File: src/rtl/quad_encoder_gen_pkg.sv
// Shared constants for the quadrature encoder emulator: FSM state codes,
// per-quarter AB targets for each direction, and the LFSR seed/taps.
// Pure declarations; no logic, no latency, no flow control.
package quad_pkg;

  // FSM state codes
  localparam logic [1:0] ST_IDLE   = 2'd0;
  localparam logic [1:0] ST_BOUNCE = 2'd1;
  localparam logic [1:0] ST_HOLD   = 2'd2;

  // AB targets ({A,B}) indexed by quarter index; both tables return to rest 00
  localparam logic [1:0] CW_AB  [4] = '{2'b10, 2'b11, 2'b01, 2'b00};
  localparam logic [1:0] CCW_AB [4] = '{2'b01, 2'b11, 2'b10, 2'b00};

  // Galois LFSR for x^16+x^14+x^13+x^11+1, right-shifting form
  localparam logic [15:0] LFSR_SEED = 16'hACE1;
  localparam logic [15:0] LFSR_TAPS = 16'hB400;

  // AB target for a given direction (1 = CW) and quarter index
  function automatic logic [1:0] quarter_ab(input logic dir, input logic [1:0] idx);
    return dir ? CW_AB[idx] : CCW_AB[idx];
  endfunction

endpackage

File: src/rtl/quad_encoder_gen_lfsr16.sv
// 16-bit Galois LFSR used as the contact-bounce noise source.
// Latency: one step per enabled clock; q is the registered state.
// No backpressure: advances whenever en is high.
module lfsr16
  import quad_pkg::*;
(
  input  logic        clk,
  input  logic        rst,
  input  logic        en,
  output logic [15:0] q
);

  // Shift right, folding the taps in when the outgoing bit is 1
  always_ff @(posedge clk or posedge rst) begin
    if (rst) begin
      q <= LFSR_SEED;
    end else if (en) begin
      q <= (q >> 1) ^ (q[0] ? LFSR_TAPS : 16'h0000);
    end
  end

endmodule

File: src/rtl/quad_encoder_gen.sv
// Quadrature encoder emulator: turns accepted step requests into A/B waveforms.
// Latency: pins move on the accept edge; a step lasts 4*(BOUNCE_CYCLES*BOUNCE_EN+PHASE_CYCLES).
// Backpressure: step_ready low for the whole step; requests while busy are dropped.
module quad_encoder_gen
  import quad_pkg::*;
#(
  parameter int PHASE_CYCLES  = 2048,
  parameter int BOUNCE_CYCLES = 64,
  parameter int BOUNCE_EN     = 1
) (
  input  logic               clk,
  input  logic               rst,
  input  logic               step_valid,
  input  logic               step_dir,
  output logic               step_ready,
  output logic               enc_a,
  output logic               enc_b,
  output logic               busy,
  output logic signed [15:0] pos
);

  localparam int MAX_CYC = (PHASE_CYCLES > BOUNCE_CYCLES) ? PHASE_CYCLES : BOUNCE_CYCLES;
  localparam int CNT_W   = $clog2(MAX_CYC + 1);
  localparam logic [CNT_W-1:0] PH_LOAD = CNT_W'(PHASE_CYCLES - 1);
  localparam logic [CNT_W-1:0] BN_LOAD = CNT_W'(BOUNCE_CYCLES - 1);
  localparam logic             USE_BOUNCE = (BOUNCE_EN != 0);

  logic [1:0]        state;
  logic [1:0]        idx;
  logic              dir_q;
  logic [CNT_W-1:0]  cnt;
  logic [1:0]        ab_q;
  logic signed [15:0] pos_q;
  logic [15:0]       lfsr_q;
  logic              lfsr_en;
  logic              lfsr_unused;

  logic [1:0] tgt_cur;
  logic [1:0] tgt_nxt;
  logic [1:0] tgt_first;
  logic [1:0] chg_mask;
  logic [1:0] bounce_ab;

  assign lfsr_en = (state == ST_BOUNCE);

  lfsr16 u_lfsr (
    .clk (clk),
    .rst (rst),
    .en  (lfsr_en),
    .q   (lfsr_q)
  );

  // Only bit 0 feeds the bounce; upper bits are the generator's internal state
  assign lfsr_unused = &{1'b0, lfsr_q[15:1]};

  // Targets for the current, next and first quarter. The previous target for
  // quarter 0 is rest (00); idx-1 wraps to 3 whose entry is also 00.
  always_comb begin
    tgt_cur   = quarter_ab(dir_q, idx);
    tgt_nxt   = quarter_ab(dir_q, idx + 2'd1);
    tgt_first = quarter_ab(step_dir, 2'd0);
    chg_mask  = tgt_cur ^ quarter_ab(dir_q, idx - 2'd1);
    bounce_ab = (tgt_cur & ~chg_mask) | (chg_mask & {2{lfsr_q[0]}});
  end

  // Step sequencer: accept, per-quarter bounce/hold timing, position update
  always_ff @(posedge clk or posedge rst) begin
    if (rst) begin
      state <= ST_IDLE;
      idx   <= 2'd0;
      dir_q <= 1'b0;
      cnt   <= '0;
      ab_q  <= 2'b00;
      pos_q <= 16'sd0;
    end else begin
      case (state)
        ST_IDLE: begin
          if (step_valid) begin
            dir_q <= step_dir;
            idx   <= 2'd0;
            ab_q  <= tgt_first;
            if (USE_BOUNCE) begin
              state <= ST_BOUNCE;
              cnt   <= BN_LOAD;
            end else begin
              state <= ST_HOLD;
              cnt   <= PH_LOAD;
            end
          end
        end
        ST_BOUNCE: begin
          if (cnt == '0) begin
            state <= ST_HOLD;
            cnt   <= PH_LOAD;
            ab_q  <= tgt_cur;
          end else begin
            cnt   <= cnt - 1'b1;
            ab_q  <= bounce_ab;
          end
        end
        ST_HOLD: begin
          if (cnt != '0) begin
            cnt <= cnt - 1'b1;
          end else if (idx != 2'd3) begin
            idx  <= idx + 2'd1;
            ab_q <= tgt_nxt;
            if (USE_BOUNCE) begin
              state <= ST_BOUNCE;
              cnt   <= BN_LOAD;
            end else begin
              state <= ST_HOLD;
              cnt   <= PH_LOAD;
            end
          end else begin
            state <= ST_IDLE;
            pos_q <= dir_q ? (pos_q + 16'sd1) : (pos_q - 16'sd1);
          end
        end
        default: state <= ST_IDLE;
      endcase
    end
  end

  assign step_ready = (state == ST_IDLE);
  assign busy       = ~step_ready;
  assign enc_a      = ab_q[1];
  assign enc_b      = ab_q[0];
  assign pos        = pos_q;

endmodule

File: config.mk
export PLATFORM = sky130hd
export DESIGN_NAME = quad_encoder_gen
export DESIGN_NICKNAME = d
export VERILOG_FILES = /design/src/rtl/quad_encoder_gen_pkg.sv /design/src/rtl/quad_encoder_gen_lfsr16.sv /design/src/rtl/quad_encoder_gen.sv
export SDC_FILE = /design/constraint.sdc
export NUM_CORES = 1
export LEC_CHECK = 0
export CAP_MARGIN = 20
export CORE_ASPECT_RATIO = 0.7
export CORE_MARGIN = 5
export CORE_UTILIZATION = 45
export CTS_BUF_LIST = sky130_fd_sc_hd__clkbuf_4
export CTS_CLUSTER_SIZE = 20
export DETAILED_ROUTE_END_ITERATION = 7
export HOLD_SLACK_MARGIN = 0.12
export PLACE_DENSITY = 0.67
export SLEW_MARGIN = 25
export SYNTH_ARGS = -nofsm -noshare
export SYNTH_HDL_FRONTEND = slang
export SYNTH_SLANG_ARGS = --single-unit
File: constraint.sdc
create_clock -name clk -period 3.65 [get_ports clk]
set_clock_uncertainty 0.2 [all_clocks]
set_input_delay 0.365 -clock clk [delete_from_list [all_inputs] [get_ports clk]]
set_output_delay 0.365 -clock clk [all_outputs]
set_load 0.1 [all_outputs]
==> flow_summary.toml, run 1 <==
[sta]
max_freq_mhz = 333.8
min_period_over_period_pct = 82.09
slew_viol_final = 0
tightest_slew_ps = 973.5
final-setup-viol-count = 0
relSlewSlack_pct = 34.90
rsz0062_at_grt = "false"
min_period_ps = 2996
holdWs_ps = 306.2
final_hold_viol_count = 0
finalSetupTns_ps = 0

[setup_path]
cp_slowest_cell = "dfrtp_1"
cp.required_ps = 3750
cp.arrival_ps = 3090
cp_common_cell = "o21ai_0"
endpoint_kind = "register"
cp-start-kind = "register"
path_max_fanout = 11
critical_path.max_stage_delay_ps = 550
path_class = "reg -> reg"
critical_path.top_delay_family = "compound AO/OA/AOI/OAI gates"
worstPathBufferInverterCount = 1
crit_chain = "inv_1 -> fa_1 -> a211oi_1 -> o211ai_1 -> a41oi_1 -> o21ai_0 -> xnor2_1 -> o21ai_0"

[route]
wl_um = 6535
vias = 2520
drt_first_pass_iters = 4
viasPerCell = 5.600
wl_per_cell_um = 14.52
antenna_left = 0
drtIter0Drc = 117
route.detailed.drc = 0

[job]
maxCapViolations = 0

[clock_tree]
clkTransAtPathRegs_ps = 160
root_buffer = "clkbuf_4"
ctsResizeCount = 0
cts_buffer_depth = 2
htree_levels = 2
clock_latency_ps = 360
cts_tree = "done"
cts_made_buffers = 5
clock_sinks = 51

[placement]
port_buffers = 23
dp_hpwl_um = 4741
place.gp.congestion = 0.8425

[global_route]
first_global_vias = 2296
grt_pass1_wl_um = 11220
grt_max_degree = 38
grt-ovfl-total = 0
grtUsageTotal_pct = 15.66
antenna_found_initial = 0

[logic_synthesis]
syn_nets = 360
ys_ff_latch = 51
synth_cells = 333
synth_edf_count = 0
ys.flop_type = "dfrtp_1"
synth.most_common_cell = "dfrtp_1"
synth.yosys.seq_area_share_pct = 40.66
synthTopCellsByCount = "43 x dfrtp_1, 35 x nand2_1, 32 x o21ai_0"
synthTopCellsByArea = "dfrtp_1 34%, ha_1 8.7%, dfstp_2 6.6%"
yosysTopAreaCell = "dfrtp_1"
yosys.area.top_type_share_pct = 34.02
avgSynthCellArea_um2 = 9.499
synth_cell_types = 51
syn_area_um2 = 3163
ys_warn_count = 0
async_reset_ff_share_pct = 100.0

[power]
power_per_cell_area_nw_per_um2 = 641.7
ir_worst_vdd_mv = 0.3923
seqPwrFrac_pct = 38.9
swShare_pct = 44.14
switchingPower_mw = 1.006
p_int_mw = 1.273
finalPower_mw = 2.280
p_comb_share_pct = 49.2
p_clk_share_pct = 11.9
power_leakage_nw = 1.524

[floorplanning]
core_region_area_um2 = 6788
ioPinCount = 24
die_h_um = 80.15
start_util_pct = 46.60
die_x_um = 110.2
fp-row-count = 25
die_area_um2 = 8832

[cells_and_area]
final_layout_size_suffix_gt1_share_pct = 12.36
num_antenna_cells = 0
nets = 382
fin_util_pct = 52.33
syn2layout_area_growth_pct = 12.30

[hold_path]
hp-class = "reg -> reg"

[outcome]
status = "finished clean"
-- state kept, by name, summed over array words and instances (netlist names) --
register,flops
ab_q,2
dir_q,1
cnt,12
pos,16
u_lfsr.q,16
state,2
idx,2
-- cells in the final DEF, fill, tap and decap left out, types with 8 or more instances in the layout --
master,netlist,final
a21oi_1,27,27
clkdlybuf4s50_1,0,21
dfrtp_1,43,43
dfstp_2,8,8
ha_1,22,22
inv_1,12,11
mux2_2,15,15
nand2_1,35,35
nor2_1,19,19
o21ai_0,32,32
xnor2_1,11,11
-- cells by family after synthesis --
logic type / count (synthesis) / share of synthesized area, %
adders and majority gates: 23 / 9.335
muxes: 17 / 5.973
xor gates and xnor gates: 16 / 4.430
and+or+nand+nor: 90 / 14.24
buffers and inverters: 24 / 2.966
DFF: 51 / 40.66
AOI/OAI and AO/OA: 112 / 22.39
-- layer usage --
metal / GRT usage (%) / wire length, um
met1: 24.36 / 3554
met4: 2.337 / 38
met3: 3.454 / 249
met5: 0 / 0
met2: 22.34 / 2692
-- through the flow --
stage | setup WS (ps) | std cells | cell area (um2)
after floorplan | 758.6 | 333 | 3163
after global placement | 838.7 | 441 | 3480
after detailed placement | 677.4 | 441 | 3480
after CTS | 669.0 | 450 | 3552
after global routing | 433.2 | 450 | 3552
final | 653.9 | 450 | 3552
-- worst min-delay path, cell delays in order, from the launching register on --
cell and delay, ps:
dfstp_2 400, nor2_1 80, a21oi_1 50
-- path summary, 6_finish.rpt --
| path | startpoint | cells after the start | to | slack (ps) |
|---|---|---|---|---|
| worst max register to register | dir_q$_DFFE_PP0P_ | 8 | pos[12]$_DFFE_PP0P_ | 650 |
| worst min register to register | u_lfsr.q[10]$_DFFE_PP1P_ | 2 | u_lfsr.q[10]$_DFFE_PP1P_ | 310 |
| min in group asynchronous | rst | 3 | pos[6]$_DFFE_PP0P_ | 660 |
| max in group asynchronous | rst | 4 | u_lfsr.q[0]$_DFFE_PP1P_ | 1780 |
| worst min-delay path | u_lfsr.q[10]$_DFFE_PP1P_ | 2 | u_lfsr.q[10]$_DFFE_PP1P_ | 310 |
| worst max-delay path | dir_q$_DFFE_PP0P_ | 8 | pos[12]$_DFFE_PP0P_ | 650 |
-- power groups by stage --
| stage | clock network (mW) | logic [mW] | registers (mW) |
|---|---|---|---|
| after floorplan | 0 | 0.863 | 0.915 |
| after global placement | 0 | 1.09 | 0.889 |
| after detailed placement | 0 | 1.11 | 0.898 |
| after CTS | 0.285 | 1.12 | 0.886 |
| after global routing | 0.305 | 1.25 | 0.908 |
| final | 0.271 | 1.12 | 0.886 |
-- final cells by class --
cell class,instances,area (um2)
clock buffers,5,37.54
inverters,12,45.04
repair buffers,27,257.7
fillers,645,3236
multi-input cells,258,1783
well taps,94,117.6
flip-flops and latches,51,1286
clock inverters,3,25.02
-- repair_timing --
action | CTS | global route
endpoints found under the setup margin | 0 | 0
setup buffers | 0 | 0
endpoints found under the hold margin | 13 | 0
hold buffers | 1 | 0
Power figures use the tool's default switching activity.
==> run 2: changes to the inputs <==
PLACE_DENSITY = 0.69   (was 0.67)
clock period = 2.5 ns   (was 3.65 ns; I/O delays follow)
==> flow_summary.toml, run 2 (synthesis gave the netlist of run 1 again) <==
[setup_path]
path_class = "reg -> reg"
crit_path_end = "pos[15]$_DFFE_PP0P_"
worst-r2r-cell-count = 11
r2r-end = "pos[15]$_DFFE_PP0P_"
crit_chain = "clkinvlp_4 -> buf_4 -> buf_6 -> buf_4 -> ha_4 -> a21oi_1 -> o21ai_1 -> or4b_4 -> a21oi_2 -> a211oi_2 -> nand3_1"
cp.depth = 11
endpoint_kind = "register"
r2r_start = "dir_q$_DFFE_PP0P_"
worstPathBufferInverterCount = 4
cp-start-kind = "register"
cp_common_cell = "buf_4"
critical_path.top_delay_family = "simple AND/OR/NAND/NOR gates"
cp_slowest_cell = "or4b_4"
cp.required_ps = 2640
critical_path.max_stage_delay_ps = 490
path_max_fanout = 4
cp.arrival_ps = 2610
startpoint = "dir_q$_DFFE_PP0P_"
r2r_slack_ps = 30

[power]
finalPower_mw = 3.730
ir_worst_vdd_mv = 0.6050
power_leakage_nw = 1.717
p_comb_share_pct = 54.4
switchingPower_mw = 1.604
power_per_cell_area_nw_per_um2 = 946.0
seqPwrFrac_pct = 34.4
swShare_pct = 43.00
p_int_mw = 2.126
p_clk_share_pct = 11.2

[floorplanning]
die_x_um = 110.2
die_h_um = 80.15
start_util_pct = 46.60
core_region_area_um2 = 6788
fp-row-count = 25
die_area_um2 = 8832
ioPinCount = 24

[clock_tree]
clock_sinks = 51
clkTransAtPathRegs_ps = 170
htree_levels = 2
cts_tree = "done"
root_buffer = "clkbuf_4"
cts_made_buffers = 5
cts_buffer_depth = 2
clock_latency_ps = 380

[hold_path]
hp-class = "reg -> reg"
min_path_cells = 2

[global_route]
grt_max_degree = 37
grt-ovfl-total = 0
antenna_found_initial = 0
first_global_vias = 2508
grtUsageTotal_pct = 17.14
grt_pass1_wl_um = 12160

[outcome]
status = "finished clean"

[cells_and_area]
final_common_cell = "buf_4"
syn2layout_area_growth_pct = 24.64
fill_cells = 591
finalInstanceArea_um2 = 3943
fin_cells = 482
final_cell_mix = "51 x buf_4, 34 x nand2_1, 34 x dfrtp_1, 27 x o21ai_0, 24 x a21oi_1"
nets = 414
final_layout_size_suffix_gt1_share_pct = 32.22
num_antenna_cells = 0

[route]
vias = 2689
drtIter0Drc = 176
drt_first_pass_iters = 4
antenna_left = 0
wl_per_cell_um = 14.94
route.detailed.drc = 0
viasPerCell = 5.579
wl_um = 7199

[sta]
fin_ws_ps = 27.30
rsz0062_at_grt = "true"
min_period_over_period_pct = 98.91
final_hold_viol_count = 0
slew_viol_final = 0
final-setup-viol-count = 0
min_period_ps = 2473
max_freq_mhz = 404.4
relSlewSlack_pct = 68.94
tightest_slew_ps = 465.2

[placement]
dp_cells = 464
place.gp.congestion = 0.8818
dp_hpwl_um = 5152
placement.cell_area_um2 = 3677
place_ws_ps = -96.39
port_buffers = 23

[job]
maxCapViolations = 0
run 2: changes by cell type in the layout (fill, tap and decap cells not counted), moves of 4 or more:
cell             previous run  this run
buf_4                       5        51
clkdlybuf4s50_1            21         3
dfrtp_1                    43        34
dfrtp_2                     0         9
ha_1                       22        16
o21ai_0                    32        27
a211oi_1                    5         1
a211oi_2                    1         5
ha_4                        0         4
run 2: metal layers:
metal | vias up | GRT usage (%) | part of all wire [%]
li1 | 1340 | - | -
met1 | 1280 | 25.69 | 51
met2 | 63 | 24.88 | 43
met3 | 6 | 3.614 | 4.7
met4 | 0 | 4.305 | 1.1
met5 | - | 0 | 0
run 2: per-stage QoR:
step	util (%)	hold slack [ps]	setup TNS, ps
finish	58.08	307.2	0
floorplan	-	200.5	-431.7
CTS	56.17	310.0	-4.221
global placement	54.18	276.2	0
detailed placement	54.18	286.1	-179.3
global route	58.08	329.4	-219.4
run 2: final cells by class:
class	count	area, um2	area share (%)
well taps	94	117.6	2.983
flip-flops and latches	51	1297	32.91
clock buffers	5	37.54	0.9521
multi-input cells	258	1927	48.87
inverters	12	48.80	1.238
clock inverters	3	28.78	0.7299
repair buffers	59	485.5	12.31
run 2: worst min-delay path: stages (launching register included):
cell and delay, ps:
dfstp_2 400, nor2_1 80, a21oi_1 50
run 2: repair_timing:
item	CTS	global route
endpoints found under the setup margin	5	10
hold buffers	1	0
endpoints found under the hold margin	19	0
buffers inserted	4	5
resized for setup	7	19
pin swaps	5	11
run 2: power by group through the flow:
stage / clock network [mW] / registers, mW / logic [mW]
2_1_floorplan: 0 / 1.34 / 1.30
3_3_place_gp: 0 / 1.28 / 1.81
3_5_place_dp: 0 / 1.30 / 1.84
4_1_cts: 0.439 / 1.28 / 1.91
5_1_grt: 0.465 / 1.32 / 2.22
6_report: 0.418 / 1.28 / 2.03
run 2: worst min-delay path by stage:
stage	slack, ps	to	from
2_1_floorplan	200	dir_q$_DFFE_PP0P_	step_dir
5_1_grt	330	u_lfsr.q[10]$_DFFE_PP1P_	u_lfsr.q[10]$_DFFE_PP1P_
4_1_cts	310	u_lfsr.q[10]$_DFFE_PP1P_	u_lfsr.q[10]$_DFFE_PP1P_
3_3_place_gp	280	u_lfsr.q[10]$_DFFE_PP1P_	u_lfsr.q[10]$_DFFE_PP1P_
3_5_place_dp	290	u_lfsr.q[10]$_DFFE_PP1P_	u_lfsr.q[10]$_DFFE_PP1P_
6_report	310	u_lfsr.q[10]$_DFFE_PP1P_	u_lfsr.q[10]$_DFFE_PP1P_
==> run 3: changes to the inputs <==
HOLD_SLACK_MARGIN = 0.03   (was 0.12)
MAX_ROUTING_LAYER = met4   (was unset)
SLEW_MARGIN = unset   (was 25)
==> flow_summary.toml, run 3 (synthesis gave the netlist of run 1 again) <==
[outcome]
status = "finished, violations left"
violations = "setup timing"

[clock_tree]
clock_sinks = 51
htree_levels = 2
root_buffer = "clkbuf_4"
clock_latency_ps = 390
cts_tree = "done"
clkTransAtPathRegs_ps = 170
cts_buffer_depth = 2
cts_made_buffers = 5

[setup_path]
cp.arrival_ps = 2630
r2r_slack_ps = -3
path_class = "reg -> reg"
r2r-end = "pos[15]$_DFFE_PP0P_"
r2r_start = "dir_q$_DFFE_PP0P_"
endpoint_kind = "register"
cp-start-kind = "register"
worst-r2r-cell-count = 10
cp.required_ps = 2630
path_max_fanout = 3

[power]
finalPower_mw = 3.780
swShare_pct = 43.23
p_comb_share_pct = 55.0
ir_worst_vdd_mv = 0.6866
power_per_cell_area_nw_per_um2 = 949.9
power_leakage_nw = 1.717
seqPwrFrac_pct = 33.9
p_clk_share_pct = 11.1
p_int_mw = 2.146
switchingPower_mw = 1.634

[cells_and_area]
fin_cells = 482
num_antenna_cells = 0
fin_util_pct = 58.64
final_common_cell = "buf_4"
syn2layout_area_growth_pct = 25.83
final_layout_size_suffix_gt1_share_pct = 32.22
final_cell_mix = "52 x buf_4, 34 x nand2_1, 34 x dfrtp_1, 26 x o21ai_0, 22 x a21oi_1"
nets = 414
finalInstanceArea_um2 = 3980

[sta]
relSlewSlack_pct = 64.95
final_hold_viol_count = 0
min_period_over_period_pct = 100.1
holdWs_ps = 306.1
max_freq_mhz = 399.6
fin_ws_ps = -2.698
tightest_slew_ps = 525.0
rsz0062_at_grt = "true"
final-setup-viol-count = 1
slew_viol_final = 0
min_period_ps = 2503

[job]
maxCapViolations = 0

[route]
drt_first_pass_iters = 5
wl_per_cell_um = 15.49
viasPerCell = 5.629
drtIter0Drc = 118
vias = 2713
wl_um = 7466
route.detailed.drc = 0
antenna_left = 0

[global_route]
grt_max_degree = 37
antenna_found_initial = 0
grt-ovfl-total = 0
first_global_vias = 2592
grt_pass1_wl_um = 12450
grtUsageTotal_pct = 18.03

[hold_path]
whs_endpoint = "u_lfsr.q[8]$_DFFE_PP0P_"
worstHoldStart = "u_lfsr.q[9]$_DFFE_PP0P_"
min_path_cells = 1
hp-class = "reg -> reg"

[floorplanning]
start_util_pct = 46.60
ioPinCount = 24
fp-row-count = 25
die_area_um2 = 8832
die_x_um = 110.2
die_h_um = 80.15
core_region_area_um2 = 6788

[placement]
dp_cells = 468
port_buffers = 23
place.gp.congestion = 0.8958
dp_hpwl_um = 5349
placement.cell_area_um2 = 3720
-- run 3: cell types whose count changed in the layout (fill, tap and decap cells not counted), moves of 2 or more --
cell	previous run	this run
o21ai_1	5	8
buf_6	2	0
ha_1	16	14
a21oi_1	24	22
o21ai_2	2	0
a211oi_2	5	3
inv_6	0	2
ha_4	4	7
a211oi_1	1	3
-- run 3: area by class of cell --
class / count / area [um2]
multi-input cells: 258 / 1962
inverters: 12 / 48.80
clock buffers: 5 / 37.54
flip-flops and latches: 51 / 1297
repair buffers: 59 / 490.5
well taps: 94 / 117.6
clock inverters: 3 / 26.28
fillers: 589 / 2808
-- run 3: repair_timing --
item | CTS | global route
gates resized for setup | 8 | 18
hold buffers | 1 | 0
setup buffers | 4 | 1
pin swaps | 3 | 10
gates cloned | 0 | 0
endpoints found under the setup margin | 6 | 10
endpoints found under the hold margin | 21 | 0
-- run 3: worst max path at each step --
stage,to,slack (ps),cells after the start,start
final,pos[15]$_DFFE_PP0P_,-3,10,dir_q$_DFFE_PP0P_
after floorplan,pos[15]$_DFFE_PP0P_,-290,9,dir_q$_DFFE_PP0P_
after global routing,pos[15]$_DFFE_PP0P_,-100,10,dir_q$_DFFE_PP0P_
after CTS,pos[15]$_DFFE_PP0P_,3,9,dir_q$_DFFE_PP0P_
after global placement,pos[12]$_DFFE_PP0P_,20,9,dir_q$_DFFE_PP0P_
after detailed placement,pos[13]$_DFFE_PP0P_,-80,10,dir_q$_DFFE_PP0P_
-- run 3: power groups by stage --
| stage | clock (mW) | combinational, mW | sequential, mW |
|---|---|---|---|
| after floorplan | 0 | 1.30 | 1.34 |
| after global placement | 0 | 1.84 | 1.28 |
| after detailed placement | 0 | 1.88 | 1.29 |
| after CTS | 0.434 | 1.97 | 1.28 |
| after global routing | 0.463 | 2.27 | 1.32 |
| final | 0.418 | 2.08 | 1.28 |
-- run 3: layer usage --
| layer | GRT usage, % | vias up | part of all wire, % |
|---|---|---|---|
| met2 | 27.00 | 74 | 45 |
| li1 | - | 1338 | - |
| met3 | 3.855 | 7 | 5.3 |
| met5 | - | - | 0 |
| met1 | 25.50 | 1294 | 49 |
| met4 | 3.198 | 0 | 0.59 |
-- run 3: worst max-delay path: stages (launching register included) --
cell and delay (ps):
dfrtp_1 430, clkinvlp_4 150, buf_4 180, buf_4 150, ha_4 150, a21oi_1 160
o21ai_1 110, or4b_2 640, a21oi_2 140, a211oi_1 60, nand3_1 90
-- run 3: per-stage QoR --
stage | worst slack [ps] | TNS [ps]
6_report | -2.698 | -2.698
5_1_grt | -101.0 | -210.9
4_1_cts | 2.538 | 0
3_5_place_dp | -82.29 | -229.4
3_3_place_gp | 15.70 | 0
2_1_floorplan | -287.3 | -431.7
